`config.mk`:
```
export PLATFORM = sky130hd
export DESIGN_NAME = spart_wr_responder_flat
export DESIGN_NICKNAME = d
export VERILOG_FILES = /design/src/rtl/spart_wr_responder_if.sv /design/src/rtl/spart_wr_responder.sv /design/src/flat_wrapper.sv
export SDC_FILE = /design/constraint.sdc
export NUM_CORES = 1
export LEC_CHECK = 0
export BUFFER_PORTS_ARGS = -buffer_cell sky130_fd_sc_hd__buf_2
export CAP_MARGIN = 5
export CORE_ASPECT_RATIO = 1.4
export CORE_MARGIN = 2
export CORE_UTILIZATION = 25
export CTS_BUF_LIST = sky130_fd_sc_hd__clkbuf_8 sky130_fd_sc_hd__clkbuf_16
export CTS_CLUSTER_SIZE = 16
export DETAILED_ROUTE_END_ITERATION = 8
export SYNTH_ARGS = -nofsm -noshare
export SYNTH_HDL_FRONTEND = slang
export SYNTH_SLANG_ARGS = --single-unit
```
`constraint.sdc`:
```
create_clock -name clk -period 3.4 [get_ports clk]
set_input_delay 0.68 -clock clk [delete_from_list [all_inputs] [get_ports clk]]
set_output_delay 0.68 -clock clk [all_outputs]
set_load 0.05 [all_outputs]
```
`src/rtl/spart_wr_responder_if.sv`:
```
// CPU store bus plus TX byte stream and program-switch handshake of the SPART write responder.
interface spart_wr_responder_if #(
    parameter int CNT_W = 4
);
    logic             spart_wrt_en;
    logic [31:0]      spart_wrt_add;
    logic [31:0]      spart_wrt_data;
    logic [7:0]       tx_data;
    logic             tx_valid;
    logic             tx_ready;
    logic             switch_program;
    logic [31:0]      SPART_pc;
    logic             ovf_err;
    logic [CNT_W-1:0] fifo_count;

    modport master (
        output spart_wrt_en, spart_wrt_add, spart_wrt_data, tx_ready,
        input  tx_data, tx_valid, switch_program, SPART_pc, ovf_err, fifo_count
    );

    modport slave (
        input  spart_wrt_en, spart_wrt_add, spart_wrt_data, tx_ready,
        output tx_data, tx_valid, switch_program, SPART_pc, ovf_err, fifo_count
    );
endinterface

```
`src/rtl/spart_wr_responder.sv`:
```
// Decodes CPU stores into a TX byte FIFO and a program-switch request that waits for the FIFO to drain.
// state | meaning
// IDLE  | no switch pending
// DRAIN | switch latched in pend_pc, waiting for the TX FIFO to empty
// FIRE  | one-cycle switch_program pulse, SPART_pc already updated
module spart_wr_responder #(
    parameter int FIFO_DEPTH = 8,
    parameter int CNT_W      = 4
) (
    input  logic clk,
    input  logic rst,
    spart_wr_responder_if.slave bus
);
    localparam int PTR_W = $clog2(FIFO_DEPTH);

    typedef enum logic [1:0] {IDLE, DRAIN, FIRE} state_t;

    state_t           state, state_next;
    logic [7:0]       mem [FIFO_DEPTH];
    logic [PTR_W-1:0] rd_ptr, wr_ptr;
    logic [CNT_W-1:0] count;
    logic [31:0]      pend_pc, spart_pc_q;
    logic             ovf_q;

    logic wr_tx, wr_sw, wr_ctrl, flush, clr_err;
    logic full, pop, push, drop;
    logic load_pend, load_pc, sw_err, fire;

    assign wr_tx   = bus.spart_wrt_en && (bus.spart_wrt_add == 32'h0000_0000);
    assign wr_sw   = bus.spart_wrt_en && (bus.spart_wrt_add == 32'h0000_0004);
    assign wr_ctrl = bus.spart_wrt_en && (bus.spart_wrt_add == 32'h0000_0008);
    assign flush   = wr_ctrl && bus.spart_wrt_data[1];
    assign clr_err = wr_ctrl && bus.spart_wrt_data[0];

    // Pop is judged on the registered count so tx_ready never reaches an output combinationally.
    assign full = (count == CNT_W'(FIFO_DEPTH));
    assign pop  = (count != '0) && bus.tx_ready && !flush;
    assign push = wr_tx && (!full || pop);
    assign drop = wr_tx && full && !pop;

    always_ff @(posedge clk) begin
        if (rst) begin
            rd_ptr <= '0;
            wr_ptr <= '0;
            count  <= '0;
        end else if (flush) begin
            rd_ptr <= '0;
            wr_ptr <= '0;
            count  <= '0;
        end else begin
            if (push) wr_ptr <= wr_ptr + 1'b1;
            if (pop)  rd_ptr <= rd_ptr + 1'b1;
            count <= count + CNT_W'(push) - CNT_W'(pop);
        end
    end

    always_ff @(posedge clk) begin
        if (push && !rst) mem[wr_ptr] <= bus.spart_wrt_data[7:0];
    end

    assign bus.tx_data    = mem[rd_ptr];
    assign bus.tx_valid   = (count != '0);
    assign bus.fifo_count = count;

    always_ff @(posedge clk) begin
        if (rst) state <= IDLE;
        else     state <= state_next;
    end

    always_comb begin
        state_next = state;
        load_pend  = 1'b0;
        load_pc    = 1'b0;
        sw_err     = 1'b0;
        fire       = 1'b0;
        case (state)
            IDLE: begin
                if (wr_sw) begin
                    load_pend  = 1'b1;
                    state_next = DRAIN;
                end
            end
            DRAIN: begin
                sw_err = wr_sw;
                if ((count == '0) && !wr_tx) begin
                    load_pc    = 1'b1;
                    state_next = FIRE;
                end
            end
            FIRE: begin
                sw_err     = wr_sw;
                fire       = 1'b1;
                state_next = IDLE;
            end
            default: state_next = IDLE;
        endcase
    end

    // SPART_pc loads on the edge entering FIRE so it is valid the whole time switch_program is high.
    always_ff @(posedge clk) begin
        if (rst) begin
            pend_pc    <= '0;
            spart_pc_q <= '0;
            ovf_q      <= 1'b0;
        end else begin
            if (load_pend) pend_pc <= bus.spart_wrt_data;
            if (load_pc)   spart_pc_q <= pend_pc;
            if (drop || sw_err) ovf_q <= 1'b1;
            else if (clr_err)   ovf_q <= 1'b0;
        end
    end

    assign bus.switch_program = fire;
    assign bus.SPART_pc       = spart_pc_q;
    assign bus.ovf_err        = ovf_q;
endmodule

```
`src/flat_wrapper.sv`:
```
// flat-port wrapper written by rule: the top's interface ports become plain ports
module spart_wr_responder_flat 
#(
    parameter int FIFO_DEPTH = 8,
    parameter int CNT_W      = 4
)
  (clk, rst, bus_spart_wrt_en, bus_spart_wrt_add, bus_spart_wrt_data, bus_tx_ready, bus_tx_data, bus_tx_valid, bus_switch_program, bus_SPART_pc, bus_ovf_err, bus_fifo_count);
  spart_wr_responder_if #(.CNT_W(CNT_W)) bus_i ();
  input  logic clk;
  input  logic rst;
  input wire logic [$bits(bus_i.spart_wrt_en)-1:0] bus_spart_wrt_en;
  input wire logic [$bits(bus_i.spart_wrt_add)-1:0] bus_spart_wrt_add;
  input wire logic [$bits(bus_i.spart_wrt_data)-1:0] bus_spart_wrt_data;
  input wire logic [$bits(bus_i.tx_ready)-1:0] bus_tx_ready;
  output wire logic [$bits(bus_i.tx_data)-1:0] bus_tx_data;
  output wire logic [$bits(bus_i.tx_valid)-1:0] bus_tx_valid;
  output wire logic [$bits(bus_i.switch_program)-1:0] bus_switch_program;
  output wire logic [$bits(bus_i.SPART_pc)-1:0] bus_SPART_pc;
  output wire logic [$bits(bus_i.ovf_err)-1:0] bus_ovf_err;
  output wire logic [$bits(bus_i.fifo_count)-1:0] bus_fifo_count;
  assign bus_i.spart_wrt_en = bus_spart_wrt_en;
  assign bus_i.spart_wrt_add = bus_spart_wrt_add;
  assign bus_i.spart_wrt_data = bus_spart_wrt_data;
  assign bus_i.tx_ready = bus_tx_ready;
  assign bus_tx_data = bus_i.tx_data;
  assign bus_tx_valid = bus_i.tx_valid;
  assign bus_switch_program = bus_i.switch_program;
  assign bus_SPART_pc = bus_i.SPART_pc;
  assign bus_ovf_err = bus_i.ovf_err;
  assign bus_fifo_count = bus_i.fifo_count;
  spart_wr_responder #(.FIFO_DEPTH(FIFO_DEPTH), .CNT_W(CNT_W)) u_core (.clk(clk), .rst(rst), .bus(bus_i));
endmodule
```
Word level (Yosys, flattened, before mapping)
Memories as Yosys holds them, arrays and structs flattened. A register that Yosys moved wholly into a read port is not among the register bits.
Index checks and enable logic that the tools add are counted.
Word-level totals
  bits in writable memories: 64
  logic and storage cells: 61
  memories kept: 1
  flip-flop bits (word level): 77
  output and inout bits: 47
  input port bits: 68
Memories
  u_core.mem: depth 8, bits a word 8, rd ports 1, clocked after Yosys merged registers in 1, wr ports 1, line spart_wr_responder.sv:19  | logic [7:0] mem [FIFO_DEPTH];
Cells by class
  reductions and logical operators: 27
  muxes and demuxes: 15
  eq/ne operators: 7
  add/sub/neg operators: 4
Operators by type and width (count)
  equality test 32 x 3 -> 1 bit (second input constant): 1
  equality test 32 x 4 -> 1 bit (second input constant): 1
  zero test 32 bit: 1
  logical AND 1 bit: 12
  two-way mux 1 bit: 10
  adder 3 x 1 -> 3 bit (second input constant): 2
  two-way mux 3 bit: 2
  zero test 1 bit: 5
  adder 4 x 1 -> 4 bit: 1
  equality test 4 bit (second input constant): 1
  zero test 4 bit: 1
  two-way mux 2 bit: 2
  inequality test 2 x 1 -> 1 bit (second input constant): 2
  case mux 2 bit (2 select lines): 1
  nonzero test 4 bit: 1
  OR reduction 2 bit: 2
  subtractor 4 x 1 -> 4 bit: 1
  equality test 2 x 1 -> 1 bit (second input constant): 1
  equality test 2 bit (second input constant): 1
  zero test 2 bit: 1
  logical OR 1 bit: 2
  AND reduction 2 bit: 1
  nonzero test 2 bit: 1

Depth between registers and ports, before layout
Gate-level depths: netlist of the first run.
  word-level depth: 10
  gate-level depth with buffers: 12
  gate-level depth less buffers: 12

Least setup slack after synthesis of the first run
OpenSTA, ideal clock, no wires.
  kind: flip-flop to flip-flop
  from: register u_core.count[2] (netlist: u_core.bus.fifo_count[2])
  to: register u_core.count[3] (netlist: u_core.bus.fifo_count[3])
  stages on the path, launching flop included: 13
  clock period less this slack: 3.060 ns
  arrival time: 2.942 ns
  data required time: 3.283 ns
  path buffers: 0
  library setup time: 0.117 ns
  path slack: 0.340 ns
  cell sequence: dfxtp_1 inv_1 ha_1 nor3b_1 inv_1 and2_1 o31ai_1 or2_2 ha_1 a21o_1 a21oi_1 xnor2_1 nor2_1
On the way
  longest elaborated chain between the ends: 7
  elaborated cells between the ends (all ways): 9
  those cells by class: add/sub (2); eq/ne (1); reduce/logical (6)
RTL lines
  from (decl): line spart_wr_responder.sv:21  | logic [CNT_W-1:0] count;
  from (signal assigned): line spart_wr_responder.sv:53  | count <= count + CNT_W'(push) - CNT_W'(pop);
  nonzero test 4 bit *
  net bus_tx_valid: line flat_wrapper.sv:16  | output wire logic [$bits(bus_i.tx_valid)-1:0] bus_tx_valid;
  logical AND 1 bit * (2 in series): line spart_wr_responder.sv:37  | assign pop = (count != '0) && bus.tx_ready && !flush;
  logical OR 1 bit: line spart_wr_responder.sv:38  | assign push = wr_tx && (!full || pop);
  logical AND 1 bit: line spart_wr_responder.sv:38
  adder 4 x 1 -> 4 bit: line spart_wr_responder.sv:53
  subtractor 4 x 1 -> 4 bit *: line spart_wr_responder.sv:53
The timed path passes the listed nets; every way through them passes the cells marked *.
A chain may end at the register's enable or synchronous reset.

==> metrics.md, run 1 <==
| Metric | Value |
|---|---|
| Vert. Die Dim | `188.2 µm` |
| Overall Power | `4.704 mW` |
| Combinational share of power | `20.1%` |
| Die area | `25500 µm²` |
| Yosys cell types | `49` |
| Synth Register Bits | `144` |
| Multi-input gate area | `2318 µm²` |
| R2r setup slk | `0.76 ns` |
| Hold Vio Cnt, Final | `0` |
| Setup TNS | `0 ns` |
| Power Internal | `between 3 and 4 mW` |
| DP HPWL | `9.247 mm` |
| Clock Power Share | `39.9%` |
| NetSw | `1.312 mW` |
| Slew HR | `45.54%` |
| Status | `finished clean` |
| # diodes | `0` |
| Hold path start | `u_core.bus.SPART_pc[11]` |
| Routed Antenna Nets | `0` |
| Mapped Cells | `468` |
| Clk root buf | `clkbuf_16` |
| Worst EP required | `2.72 ns` |
| CP max-delay cell | `mux4_2` |
| Flop pwr share | `40.0%` |
| Asr flop ratio synth | `0%` |
| CTS Buf Count | `17` |
| Drt pass-1 iters | `5` |
| FILL cells | `between 2000 and 2500` |
| Cell taking the most area after synthesis | `edfxtp_1` |
| # port buffers | `~110` |
| Final WL | `13.21 mm` |
| Die width | `135.5 µm` |
| Vias in the first global route | `4055` |
| Net count, final | `approximately 670` |
| Worst hold path cell count | `2` |
| Worst vdd ir | `0.0003239 V` |
| Cell Area, Synth | `6056 µm²` |
| Worst r2r path cells | `12` |
| Post-CTS Repair Setup Buffers | `0` |
| Top-area cell type share of the netlist area | `31.74%` |
| Gp weighted congestion | `0.7610` |
| Ports | `between 100 and 150` |
| Largest net degree at the start of global routing | `36` |
| Core Region | `23890 µm²` |
| Final cycle utilization of the critical path | `81.92%` |
| Critical path cell sequence | `buf_4 > mux4_2 > mux2_2 > buf_2` |
| Sequential cell area | `3523 µm²` |
| Clock sinks | `144` |
| CP Max Fanout | `16` |
| HP Class | `reg2reg` |
| Worst R2R Start | `u_core.bus.fifo_count[2]` |
| Initial Util | `25.35%` |
| Tmin final | `2.785 ns` |
| Post-synth top cells | `nand2_1, dfxtp_1, mux2i_1, edfxtp_1, mux4_2` |
| Share of layout cells above drive strength 1 | `33.33%` |
| Crit. End Element | `primary output` |
| EDFF count, synth | `64` |
| Via count | `3906` |
| Routed vias/inst | `approximately 4.3` |
| Avg Cell Area, Syn | `12.94 µm²` |
| Syn nets | `about 550` |
| RSZ-0062 raised after global routing | `false` |
| Drt initial violations | `around 180` |
| Wirelength per Cell | `14.46 µm` |
| Gr ovfl total | `0` |
| Startpoint Class | `flip-flop` |
| Clk_lat worst skew | `0.41 ns` |
| Count leader, synth | `nand2_1` |
| Worst hold endpoint | `u_core.bus.SPART_pc[11]` |
| Setup Skew | `0.007248 ns` |
| Fmax | `359.0 MHz` |
| Global Route Usage Sum | `11.07%` |
| Top cells by area, synth | `edfxtp_1, dfxtp_1, mux2i_1` |
| Synth Flop Type | `dfxtp_1` |
| Worst-case clock buffer depth | `2` |
| Std-Cell Rows | `67` |
| Worst setup path category | `reg2out` |
| Switch share | `27.90%` |
| Arr. time, crit path | `2.11 ns` |
| DRC | `0` |
| Final Max Tran Viols | `0` |
| Warning count from the yosys run | `0` |
| Post_cts resized | `0` |
| Static Leak | `about 2.9 nW` |
| CTS tree | `yes` |
| Initial antenna violation count | `0` |
| Slew @ Worst Pin | `0.8168 ns` |
| # setup viols final | `0` |
| FF-to-FF End | `u_core.bus.fifo_count[2]` |
| Clock slew at reported path FFs | `around 0.060 ns` |
| Area delta synth->final | `25.29%` |
| Sequential area share after synthesis | `58.18%` |
| Power per cell area | `620.0 nW/µm²` |
| Largest stage delay on the critical path | `approximately 0.54 ns` |
| First-pass GRT wire length | `between 20 and 25 mm` |
| Max cap viols | `0` |
| Hold buffers post-CTS | `0` |
| H-tree levels | `4` |
placed cells by master, fill, tap and decap left out, types with 3 or more instances in the layout:
| master | n |
|---|---|
| buf_2 | 114 |
| nand2_1 | 102 |
| dfxtp_1 | 80 |
| mux2i_1 | 65 |
| edfxtp_1 | 64 |
| clkbuf_16 | 17 |
| mux4_2 | 16 |
| buf_4 | 16 |
| inv_1 | 15 |
| nor2_1 | 13 |
| ha_1 | 10 |
| o31ai_1 | 8 |
| mux2_2 | 8 |
| nor4_4 | 7 |
| or2_2 | 4 |
| nor4b_1 | 4 |
| nor4_1 | 4 |
| a21oi_1 | 4 |
| nor3b_1 | 3 |
| xnor2_1 | 3 |
| or4_1 | 3 |
| bufinv_16 | 3 |
worst max-delay path by stage:
stage	from	endpoint	slack [ns]
floorplan	u_core.bus.fifo_count[2]	u_core.bus.fifo_count[3]	0.34
global placement	bus_spart_wrt_add[27]	u_core.bus.fifo_count[2]	0.49
detailed placement	bus_spart_wrt_add[27]	u_core.bus.fifo_count[2]	0.46
CTS	flip-flop	bus_tx_data[1]	0.56
global route	flip-flop	bus_tx_data[6]	0.51
finish	flip-flop	bus_tx_data[6]	0.61
power by group through the flow:
stage / clock, mW / sequential [mW] / combinational [mW]
CTS: 1.92 / 1.88 / 0.963
global placement: 0 / 1.92 / 0.953
global route: 2.00 / 1.89 / 1.03
detailed placement: 0 / 1.92 / 0.959
floorplan: 0 / 1.98 / 0.654
finish: 1.88 / 1.88 / 0.945
critical path, delay by kind of cell (launching register included):
| family | cells | cell delay (ns) |
|---|---|---|
| flops | 1 | 0.30 |
| buf+inv | 2 | 0.53 |
| mux | 2 | 0.84 |
layout make-up:
class	count	share of cell area, %
Sequential cell	144	46.44
Multi-Input combinational cell	283	30.56
Timing Repair Buffer	131	9.367
Clock buffer	19	5.970
Tap cell	310	5.112
Clock inverter	13	1.913
Inverter	13	0.6431
metrics by stage:
step	cells	utilization, %	worst slack [ns]	hold slack [ns]	instance area, µm²
after floorplan	468	-	0.3403	0.4423	6056
after global placement	881	29.25	0.4862	0.4438	6989
after detailed placement	881	29.25	0.4600	0.4492	6989
after CTS	913	31.76	0.5646	0.4587	7587
after global routing	913	31.76	0.5074	0.4708	7587
final	913	31.76	0.6147	0.4554	7587
sequential cells by signal, indices dropped and copies added, names as in the netlist, named ones only:
signal                 cells
u_core.mem                64
u_core.bus.SPART_pc       32
u_core.pend_pc            32
u_core.bus.fifo_count      4
u_core.rd_ptr              3
u_core.wr_ptr              3
u_core.state               2
u_core.bus.ovf_err         1
metal layers:
metal,vias up,wire (µm),global-route usage (%)
met4,0,202,4.207
met5,-,0,0
met2,101,6827,19.56
met3,13,615,2.758
li1,1921,-,-
met1,1871,5559,12.74
cells by family (layout without fill, tap and decap cells):
logic type      Yosys count  count (layout)  synth area share (%)
buf+inv                  41             176                 3.533
compound gates           23              23                 3.079
simple gates            155             155                 13.90
fa+ha+maj                11              11                 2.397
xor+xnor                  5               5                0.7233
flops                   144             144                 58.18
mux                      89              89                 18.18
Power figures use the tool's default switching activity.
==> inputs of run 2 (changes only) <==
clock period = 2.6 ns   (was 3.4 ns; I/O delays follow)
==> metrics.md, run 2 (same netlist as run 1, synthesis figures left out) <==
| Metric | Value |
|---|---|
| Sequential cell area | `3526 µm² (was 3523 µm²)` |
| Fin area | `7686 µm² (was 7587 µm²)` |
| Slew HR | `63.38% (was 45.54%)` |
| # diodes | `0 (unchanged)` |
| Multi-input gate area | `2318 µm² (unchanged)` |
| Via count | `3906 (unchanged)` |
| Area delta synth->final | `26.92% (was 25.29%)` |
| Std-Cell Rows | `67 (unchanged)` |
| Post-DP Area | `7097 µm² (was 6989 µm²)` |
| Startpoint Class | `flip-flop (unchanged)` |
| CTS Buf Count | `17 (unchanged)` |
| Routed Antenna Nets | `0 (unchanged)` |
| Arr. time, crit path | `1.99 ns (was 2.11 ns)` |
| # port buffers | `114 (unchanged)` |
| Die width | `135.5 µm (unchanged)` |
| Post_cts resized | `0 (unchanged)` |
| Clock slew at reported path FFs | `0.07 ns (was 0.06 ns)` |
| R2r setup slk | `0.20 ns (was 0.76 ns)` |
| Worst Hold Margin | `0.3429 ns (was 0.4554 ns)` |
| RSZ-0062 raised after global routing | `false (unchanged)` |
| Fmax | `398.9 MHz` |
| Drt pass-1 iters | `4 (was 5)` |
| Initial Util | `25.35% (unchanged)` |
| Final WL | `13.22 mm (was 13.21 mm)` |
| Global Route Usage Sum | `10.86% (was 11.07%)` |
| Setup Skew | `0.01077 ns (was 0.007248 ns)` |
| Routed vias/inst | `4.236 (was 4.278)` |
| Tmin final | `approximately 2.5 ns` |
| Worst EP required | `2.08 ns (was 2.72 ns)` |
| Worst-case clock buffer depth | `2 (unchanged)` |
| Setup TNS | `0 ns (unchanged)` |
| Post-CTS Repair Setup Buffers | `0 (unchanged)` |
| Core Region | `23890 µm² (unchanged)` |
| Final cycle utilization of the critical path | `96.43%` |
| CTS tree | `yes (unchanged)` |
| Wirelength per Cell | `14.33 µm (was 14.46 µm)` |
| Share of layout cells above drive strength 1 | `35.62% (was 33.33%)` |
| HP Class | `in2reg (was reg2reg)` |
| Max reg flops | `64 (unchanged)` |
| Worst setup path category | `reg2out (unchanged)` |
| Vert. Die Dim | `188.2 µm (unchanged)` |
| Clock sinks | `144 (unchanged)` |
| Hold Vio Cnt, Final | `0 (unchanged)` |
| H-tree levels | `4 (unchanged)` |
| CP Max Fanout | `16 (unchanged)` |
| Net count, final | `678 (was 669)` |
| Overall Power | `6.194 mW (was 4.704 mW)` |
| DP HPWL | `8.929 mm (was 9.247 mm)` |
| Clk root buf | `clkbuf_16 (unchanged)` |
| Gp weighted congestion | `0.7786 (was 0.7610)` |
| Final Max Tran Viols | `0 (unchanged)` |
| Power per cell area | `805.9 nW/µm² (was 620.0 nW/µm²)` |
| Ports | `115 (unchanged)` |
| Static Leak | `2.954 nW (was 2.916 nW)` |
| Most frequent cells in the layout | `buf_2, nand2_1, dfxtp_1, mux2i_1, edfxtp_1 (unchanged)` |
| Final cell count without fillers | `922 (was 913)` |
| First-pass GRT wire length | `21.12 mm (was 21.51 mm)` |
| Reg with most FFs | `u_core.mem (unchanged)` |
| Commonest non-fill, non-tap cell in the layout | `buf_2 (unchanged)` |
| Clk_lat worst skew | `0.41 ns (about the same)` |
| Slew @ Worst Pin | `0.5485 ns (was 0.8168 ns)` |
| DP Cell Count | `890 (was 881)` |
| Initial antenna violation count | `0 (unchanged)` |
| Hold buffers post-CTS | `0 (unchanged)` |
| DRC | `0 (unchanged)` |
| Worst vdd ir | `0.0003992 V (was 0.0003239 V)` |
| Die area | `25500 µm² (unchanged)` |
| # setup viols final | `0 (unchanged)` |
| Max cap viols | `0 (unchanged)` |
| Status | `finished clean (unchanged)` |
| Largest net degree at the start of global routing | `97 (was 36)` |
| Drt initial violations | `198 (was 183)` |
| FILL cells | `2440 (was 2394)` |
| Vias in the first global route | `4066 (was 4055)` |
| Gr ovfl total | `0 (unchanged)` |
| Crit. End Element | `primary output (unchanged)` |
==> run 2: through the flow <==
step | setup WS (ns) | utilization, %
after global placement | 0.03675 | 29.70
after floorplan | -0.2133 | -
after detailed placement | 0.05011 | 29.70
final | 0.09292 | 32.17
after CTS | 0.04952 | 32.17
after global routing | 0.01174 | 32.17
==> run 2: layout make-up <==
| type | count | share of cell area, % |
|---|---|---|
| Timing Repair Buffer | 140 | 10.61 |
| Multi-Input combinational cell | 283 | 30.16 |
| Clock inverter | 15 | 2.133 |
| Sequential cell | 144 | 45.87 |
| Clock buffer | 17 | 5.535 |
| Inverter | 13 | 0.6349 |
| Tap cell | 310 | 5.046 |
==> run 2: path summary, 6_finish.rpt <==
| path | cells after the start | from | end |
|---|---|---|---|
| worst max register to register | 13 | u_core.bus.fifo_count[2] | u_core.bus.fifo_count[3] |
| worst min-delay path | 3 | bus_spart_wrt_data[26] | u_core.pend_pc[26] |
| worst max-delay path | 4 | flip-flop | bus_tx_data[6] |
| worst min register to register | 2 | u_core.bus.SPART_pc[20] | u_core.bus.SPART_pc[20] |
==> run 2: power breakdown <==
part / internal, mW / switching (mW) / leakage (nW)
Clock: 1.37 / 1.06 / 0.286
Combinational: 0.544 / 0.763 / 1.45
Sequential: 2.42 / 0.0507 / 1.22
Total: 4.33 / 1.87 / 2.95
==> run 2: metal layers <==
layer  vias to the layer above  track usage (%)  routed length, µm
li1                       1945                -                  -
met1                      1856            12.74               5790
met2                        93            18.84               6709
met3                        12            2.730                508
met4                         0            4.207                207
met5                         -                0                  0
==> run 2: worst max-delay path, stage by stage (launching register included) <==
cell and delay (ns):
dfxtp_1 0.35, buf_12 0.19, mux4_2 0.52, mux2_2 0.29
buf_2 0.22
